==> src/rtl/i2c_pkg.sv <==
// Shared FSM state type and bus constants for the I2C target front-end.
package i2c_pkg;

    localparam int   I2C_BITS_PER_BYTE = 8;
    localparam logic RW_WRITE          = 1'b0;

    typedef enum logic [2:0] {
        IDLE,
        ADDR,
        ADDR_ACK,
        DATA,
        DATA_ACK,
        IGNORE
    } state_t;

endpackage

==> src/rtl/i2c_sync_edge.sv <==
// Multi-flop synchronizer for one raw bus pin plus a previous-sample flop,
// giving the synchronized level and single-cycle rise/fall strobes.
module i2c_sync_edge #(
    parameter int STAGES = 2
) (
    input  logic clk,
    input  logic reset,
    input  logic din,
    output logic level,
    output logic rise,
    output logic fall
);

    logic [STAGES-1:0] chain;
    logic              prev;

    always_ff @(posedge clk) begin
        // NOTE: non-blocking assignments make every flop capture its pre-edge input, forming a true shift chain.
        if (reset) begin
            // NOTE: reset to 1 (idle bus level) so leaving reset never fakes an edge, START or STOP.
            chain <= '1;
            prev  <= 1'b1;
        end else begin
            chain <= {chain[STAGES-2:0], din};
            prev  <= chain[STAGES-1];
        end
    end

    assign level = chain[STAGES-1];
    assign rise  = level & ~prev;
    assign fall  = ~level & prev;

endmodule

==> src/rtl/i2c_target_frontend.sv <==
// Bit-level I2C write-only target: START/STOP detection, bit shifting into an
// external byte_receiver, 7-bit address match and ACK generation.
module i2c_target_frontend
    import i2c_pkg::*;
#(
    parameter int         SYNC_STAGES = 2,
    parameter logic [6:0] TARGET_ADDR = 7'h2A
) (
    input  logic       clk,
    input  logic       reset,
    input  logic       scl_in,
    input  logic       sda_in,
    input  logic [7:0] rx_byte,
    output logic       shift_en,
    output logic       shift_bit,
    output logic       sda_oe,
    output logic       addr_match,
    output logic       byte_valid,
    output logic       start_det,
    output logic       stop_det,
    output logic       busy
);

    localparam logic [3:0] BIT_FULL = 4'(I2C_BITS_PER_BYTE);

    logic scl_s, scl_rise, scl_fall;
    logic sda_s, sda_rise, sda_fall;

    i2c_sync_edge #(.STAGES(SYNC_STAGES)) u_scl_sync (
        .clk   (clk),
        .reset (reset),
        .din   (scl_in),
        .level (scl_s),
        .rise  (scl_rise),
        .fall  (scl_fall)
    );

    i2c_sync_edge #(.STAGES(SYNC_STAGES)) u_sda_sync (
        .clk   (clk),
        .reset (reset),
        .din   (sda_in),
        .level (sda_s),
        .rise  (sda_rise),
        .fall  (sda_fall)
    );

    // scl_s & ~scl_rise is exactly "SCL high now and on the previous sample".
    logic start_ev, stop_ev;
    assign start_ev = sda_fall & scl_s & ~scl_rise;
    assign stop_ev  = sda_rise & scl_s & ~scl_rise;

    state_t     state, state_n;
    logic [3:0] bit_cnt, bit_cnt_n;
    logic       sda_oe_n, busy_n;

    always_ff @(posedge clk) begin
        if (reset) begin
            state   <= IDLE;
            bit_cnt <= '0;
            sda_oe  <= 1'b0;
            busy    <= 1'b0;
        end else begin
            state   <= state_n;
            bit_cnt <= bit_cnt_n;
            sda_oe  <= sda_oe_n;
            busy    <= busy_n;
        end
    end

    always_comb begin
        // NOTE: every variable gets a default first so no path leaves one unassigned and infers a latch.
        state_n    = state;
        bit_cnt_n  = bit_cnt;
        sda_oe_n   = sda_oe;
        busy_n     = busy;
        shift_en   = 1'b0;
        shift_bit  = 1'b0;
        addr_match = 1'b0;
        byte_valid = 1'b0;
        start_det  = 1'b0;
        stop_det   = 1'b0;

        // Strobes are gated during reset so every output reads 0 while it is held.
        if (!reset) begin
            if (start_ev) begin
                state_n   = ADDR;
                bit_cnt_n = '0;
                sda_oe_n  = 1'b0;
                busy_n    = 1'b1;
                start_det = 1'b1;
            end else if (stop_ev) begin
                state_n  = IDLE;
                sda_oe_n = 1'b0;
                busy_n   = 1'b0;
                stop_det = 1'b1;
            end else begin
                unique case (state)
                    ADDR, DATA: begin
                        if (scl_rise && bit_cnt < BIT_FULL) begin
                            shift_en  = 1'b1;
                            shift_bit = sda_s;
                            bit_cnt_n = bit_cnt + 4'd1;
                        end else if (scl_fall && bit_cnt == BIT_FULL) begin
                            if (state == DATA) begin
                                byte_valid = 1'b1;
                                sda_oe_n   = 1'b1;
                                state_n    = DATA_ACK;
                            end else if (rx_byte[7:1] == TARGET_ADDR && rx_byte[0] == RW_WRITE) begin
                                addr_match = 1'b1;
                                sda_oe_n   = 1'b1;
                                state_n    = ADDR_ACK;
                            end else begin
                                state_n = IGNORE;
                            end
                        end
                    end
                    ADDR_ACK, DATA_ACK: begin
                        if (scl_fall) begin
                            sda_oe_n  = 1'b0;
                            bit_cnt_n = '0;
                            state_n   = DATA;
                        end
                    end
                    default: ;
                endcase
            end
        end
    end

endmodule

==> config.mk <==
export PLATFORM = sky130hd
export DESIGN_NAME = i2c_target_frontend
export DESIGN_NICKNAME = d
export VERILOG_FILES = /design/src/rtl/i2c_pkg.sv /design/src/rtl/i2c_sync_edge.sv /design/src/rtl/i2c_target_frontend.sv
export SDC_FILE = /design/constraint.sdc
export NUM_CORES = 1
export LEC_CHECK = 0
export ABC_AREA = 1
export ABC_CLOCK_PERIOD_IN_PS = 2080
export CAP_MARGIN = 30
export CORE_MARGIN = 2
export CORE_UTILIZATION = 40
export DETAILED_ROUTE_END_ITERATION = 10
export PLACE_DENSITY = 0.78
export SLEW_MARGIN = 20
export SYNTH_ARGS = -nofsm -noshare
export SYNTH_HDL_FRONTEND = slang
export SYNTH_SLANG_ARGS = --single-unit
==> constraint.sdc <==
create_clock -name clk -period 2.08 [get_ports clk]
set_input_delay 0.416 -clock clk [delete_from_list [all_inputs] [get_ports clk]]
set_output_delay 0.416 -clock clk [all_outputs]
set_load 0.02 [all_outputs]
# Yosys cells after proc, flatten, opt, wreduce, memory -nomap -nowiden

Index checks and enable logic that the tools add are counted.

Flip-flop bits (word level): 15
Output and inout bits: 8

$add $sub $neg: 1
Order comparisons: 1
Equality and inequality tests: 14
Muxes and demuxes: 49
Bitwise gates (word level): 15
Reduce and logical (&&, ||, !) cells: 14

Operators by type and width:

| kind                  | count |
|---|---|
| $mux W1               | 39 |
| $mux W3               | 5 |
| $ne A4 B4 Y1 const B  | 3 |
| $reduce_and A4 Y1     | 3 |
| $and A1 B1 Y1         | 8 |
| $mux W4               | 2 |
| $ne A2 B2 Y1 const B  | 4 |
| $pmux W4 S2           | 1 |
| $eq A7 B6 Y1 const B  | 1 |
| $not A1 Y1            | 7 |
| $eq A3 B2 Y1 const B  | 2 |
| $pmux W3 S2           | 1 |
| $reduce_or A2 Y1      | 3 |
| $reduce_and A5 Y1     | 1 |
| $add A4 B1 Y4 const B | 1 |
| $eq A4 B4 Y1 const B  | 1 |
| $lt A4 B4 Y1 const B  | 1 |
| $reduce_bool A2 Y1    | 2 |
| $reduce_bool A4 Y1    | 1 |
| $eq A3 B1 Y1 const B  | 1 |
| $eq A3 B3 Y1 const B  | 1 |
| $logic_and A1 B1 Y1   | 3 |
| $ne A3 B3 Y1 const B  | 1 |
| $reduce_or A3 Y1      | 1 |
| $pmux W1 S2           | 1 |

# Longest topological paths before layout

Word-level depth: 10
Depth in mapped cells: 11
Gate-level depth less buffers: 11

# By module

From an unflattened synthesis, not the netlist that was laid out.

Cell total of the unflattened synthesis: 134
Area, all modules: 863.3 µm²

Modules (own cells, without submodules):

| module              | times used | cells an instance | area each (µm²) | sequential area each (µm²) |
|---|---|---|---|---|
| i2c_target_frontend | 1          | 108               | 668.1           | 180.2 |
| i2c_sync_edge       | 2          | 13                | 97.6            | 60.1 |

# Worst setup path before layout

OpenSTA, ideal clock, no wires.

Path kind: input to output
Start point: input port reset
End point: output port addr_match
Arrival: 1.362 ns
Slack: 0.302 ns
Stages on the path: 6
Path buffers: 1
Cell sequence: clkbuf_1 > inv_1 > nand2_1 > nor2_1 > nand3_1 > nor2_1

Cells in the longest elaborated chain, start to end: 1

Ends and longest elaborated chain:

| element     | RTL line                  | source |
|---|---|---|
| from (decl) | i2c_target_frontend.sv:10 | `input logic reset,` |
| $mux W1     | i2c_target_frontend.sv:84 | `if (!reset) begin` |
| to (decl)   | i2c_target_frontend.sv:17 | `output logic addr_match,` |

No other way between the ends.

# Worst setup path in the final report

Start point: register bit_cnt[0]
End point: output port addr_match

Cells in the longest elaborated chain, start to end: 8
Elaborated cells between the ends (all ways): 10
Those cells by class: 1 x order compare; 1 x eq/ne; 6 x mux; 2 x reduce/logical

Ends and longest elaborated chain:

| element                                                              | RTL line                  | source |
|---|---|---|
| from (decl)                                                          | i2c_target_frontend.sv:53 | `logic [3:0] bit_cnt, bit_cnt_n;` |
| from (signal assigned)                                               | i2c_target_frontend.sv:64 | `bit_cnt <= bit_cnt_n;` |
| parallel branches: the longest is 3 deep, another holds $lt A4 B4 Y1 | -                         |  |
| $mux W1 *                                                            | i2c_target_frontend.sv:99 | `if (scl_rise && bit_cnt < BIT_FULL) begin` |
| $mux W1 *                                                            | i2c_target_frontend.sv:97 | `unique case (state)` |
| $mux W1 *                                                            | i2c_target_frontend.sv:91 | `end else if (stop_ev) begin` |
| $mux W1 *                                                            | i2c_target_frontend.sv:85 | `if (start_ev) begin` |
| $mux W1 *                                                            | i2c_target_frontend.sv:84 |  |

Mark *: on every way between the ends.

==> summary.md <==
| Metric | Value |
|---|---|
| Status | `finished, final reports clean` |
| Worst Setup Start Kind | `flip-flop` |
| Type of the worst setup path | `reg -> out` |
| Count leader, synth | `nand2_1` |
| Reg-to-reg startpoint | `bit_cnt[0]` |
| First-pass GRT wire length | `around 3.3 mm` |
| Total power | `between 800 and 900 µW` |
| Comb power frac | `roughly two fifths` |
| Dominant cells by area after synthesis | `dfxtp_1 (36%), nand2_1 (15%), inv_1 (10%), nor2_1 (6.8%), nand3_1 (6.1%)` |
| Commonest cells in the netlist | `nand2_1 (32), inv_1 (22), dfxtp_1 (15), nor2_1 (15), nand3_1 (10)` |
| Met2 Wirelength | `around 930 µm` |
| Initial DRC Count | `41` |
| Gpl congestion | `0.871` |
| Max Buffers Root-to-Sink | `2` |
| Clock slew at reported path FFs | `about 0.080 ns` |
| Worst setup margin | `0.138 ns` |
| Hold Crit Class | `reg -> reg` |
| Cell mode on critical path | `nand3_1` |
| Wirelength, routed | `between 1.5 and 2 mm` |
| # diodes | `0` |
| Post-DR vias/cell | `between 4 and 5` |
| Worst r2r path cells | `8` |
| Die area | `around 2400 µm²` |
| Post-DP HPWL | `1.59 mm` |
| Root Buffer | `clkbuf_4` |
| Top-level port count | `20` |
| H-tree levels | `1` |
| Final Cycle Share | `93.4%` |
| RSZ-0062 raised after global routing | `false` |
| Async set or reset register ratio after synthesis | `0%` |
| Largest net degree at the start of global routing | `10` |
| CP max stage delay | `0.33 ns` |
| Final ANT Viol Nets | `0` |
| TritonCTS Buffers | `3` |
| Site row count | `16` |
| WL per Instance | `a little over 10 µm` |
| Switching power total | `301 µW` |
| Die Wd | `between 40 and 50 µm` |
| Synth unique cells | `21` |
| Core area | `1960 µm²` |
| CP Cell Sequence | `inv_1, ha_1, nand3_1, nor2_2, nand3_1, nor2_1, buf_2` |
| Hold Crit Endpoint | `u_sda_sync.chain[1]` |
| Die Y-Extent | `49.4 µm` |
| Clock latency on the worst-skew pair | `roughly 0.28 ns` |
| Max-cap violations | `0` |
| Port bufs | `19` |
| Pre-Repair DR Iteration Count | `4` |
| Sw frac | `between 30% and 40%` |
| Critical-path top delay cell | `dfxtp_1` |
| Worst VDD drop | `roughly 0.42 mV` |
| Synthesized area | `around 830 µm²` |
| CTS tree | `built` |
| Max Transition Viols Final | `0` |
| Top sig layer | `met4` |
| Flop and latch count out of synthesis | `15` |
| Synth warn | `0` |
| GRT Total Usage | `17.1%` |
| Register area share after synthesis | `36.4%` |
| Initial antenna violation count | `0` |
| Synth top area share | `36.4%` |
| Via count | `880` |
| Met3 WL | `around 110 µm` |
| Syn Nets | `140` |
| Number of global-route vias before repair | `roughly 850` |
| Layout cells sized above 1 | `around a fifth` |
| Initial core utilization | `42.1%` |
| P&R area growth vs syn | `37.9%` |
| Syn Inst Count | `between 100 and 150` |
| Final hold viol count | `0` |
| Worst R2R Setup Slack | `0.61 ns` |
| Reg-to-Reg End | `state[1]` |
| Max Clk Rate | `between 500 and 600 MHz` |
| Final setup fails | `0` |
| Hold-fix buffers at CTS | `0` |
| Crit path DAT | `1.53 ns` |
| HP Start | `u_sda_sync.chain[0]` |
| Synth area leader | `dfxtp_1` |
| Power per cell area | `a little over 700 nW/µm²` |
| Setup bufs post-CTS | `0` |
| Final Net Count | `about 170` |
| Sequential power share | `between 40 and 50%` |
| Internal | `502 µW` |
| Mean Syn Cell Area | `~6.6 µm²` |
| DP Worst Slack | `-0.385 ns` |
| Post-route DRC violation count | `0` |
| Post-synth EDFFs | `0` |
| Leakage | `between 0.0005 and 0.0006 µW` |
| Hold Slack | `roughly 0.42 ns` |
| Metal-1 WL | `approximately 800 µm` |
| GR Overflow Total | `0` |
| Max-slew headroom | `between 80 and 90%` |
| Crit. End Element | `output port` |
| Top_reg_cell synth | `dfxtp_1` |
| Min Tclk post-route | `1.94 ns` |
| CP Max Fanout | `3` |
| Clock sinks | `15` |
| Clock power share | `~20%` |
| Pin slew with the least headroom to its limit | `roughly 0.25 ns` |
| CP Data Required Time | `~1.7 ns` |
| Hold path cells | `1` |
| Worst Skew | `0.00130 ns` |
cell families after synthesis:
group	count (synthesis)	share of synthesized area, %
adders and majority gates	2	3.03
buffers and inverters	25	11.4
AOI/OAI and AO/OA	11	7.73
and+or+nand+nor	72	40.5
DFF	15	36.4
xor gates and xnor gates	1	1.06
through the flow:
stage / TNS, ns / cells / area, µm² / utilization [%]
5_1_grt: 0 / 185 / 1140 / 58.0
4_1_cts: 0 / 185 / 1150 / 58.5
3_5_place_dp: -0.994 / 181 / 1120 / 57.1
6_report: 0 / 185 / 1140 / 58.0
3_3_place_gp: -0.946 / 181 / 1120 / 57.1
2_1_floorplan: 0 / 126 / 826 / -
sequential cells by signal, indices dropped and copies added, names as in the netlist:
name              cells
u_sda_sync.prev       1
u_sda_sync.chain      2
busy                  1
state                 3
u_scl_sync.chain      2
bit_cnt               4
sda_oe                1
u_scl_sync.prev       1
how the worst max path moves through the flow:
stage	start	endpoint	slack, ns	cells past startpoint
after floorplan	reset	addr_match	0.30	6
after global placement	reset	byte_valid	-0.33	7
after detailed placement	reset	addr_match	-0.38	7
after CTS	bit_cnt[0]	addr_match	0.02	7
after global routing	bit_cnt[0]	addr_match	0.002	7
final	bit_cnt[0]	addr_match	0.14	7
placed cells by master, fill, tap and decap left out, drive strengths merged, types with 2 or more instances in the layout:
master | Yosys | final
a21boi | 2 | 2
a21oi | 4 | 4
buf | 0 | 12
clkbuf | 1 | 3
clkdlybuf4s50 | 0 | 13
dfxtp | 15 | 15
dlygate4sd2 | 0 | 4
ha | 2 | 2
inv | 24 | 24
nand2 | 34 | 34
nand3 | 11 | 11
nand4 | 4 | 4
nor2 | 17 | 17
nor3 | 2 | 2
o21ai | 4 | 4
or2 | 4 | 4
power groups by stage:
stage               Combinational, µW  Clock [µW]  Sequential (µW)
finish                            319         157              327
global route                      356         177              329
CTS                               316         167              326
detailed placement                315           0              333
global placement                  303           0              332
floorplan                         222           0              330
layout make-up:
class                      count  area [µm²]
tap                           27        33.8
fill                         204         823
clock buffer                   3        22.5
inverter                      24        90.1
multi-input combinational     86         437
sequential                    15         300
timing repair buffer          29         250
clock inverter                 1        5.00
critical path: cells and delay by family (launching register included):
| family | cells | cell delay (ns) |
|---|---|---|
| and+or+nand+nor | 4 | 0.49 |
| DFF | 1 | 0.33 |
| buffers and inverters | 2 | 0.27 |
| adders and majority gates | 1 | 0.15 |
routing by layer:
metal / track usage (%) / vias up
met3: 3.68 / 8
met5: 0 / -
met2: 31.3 / 30
met1: 17.3 / 385
met4: 10.6 / 0
li1: - / 457
what timing repair did:
action / 4_1_cts / 5_1_grt
resized for setup: 11 / 3
pin swaps: 0 / 1
setup endpoints to repair: 6 / 2
hold endpoints to repair: 0 / 0
No activity file was read; power rests on OpenSTA's default activity.
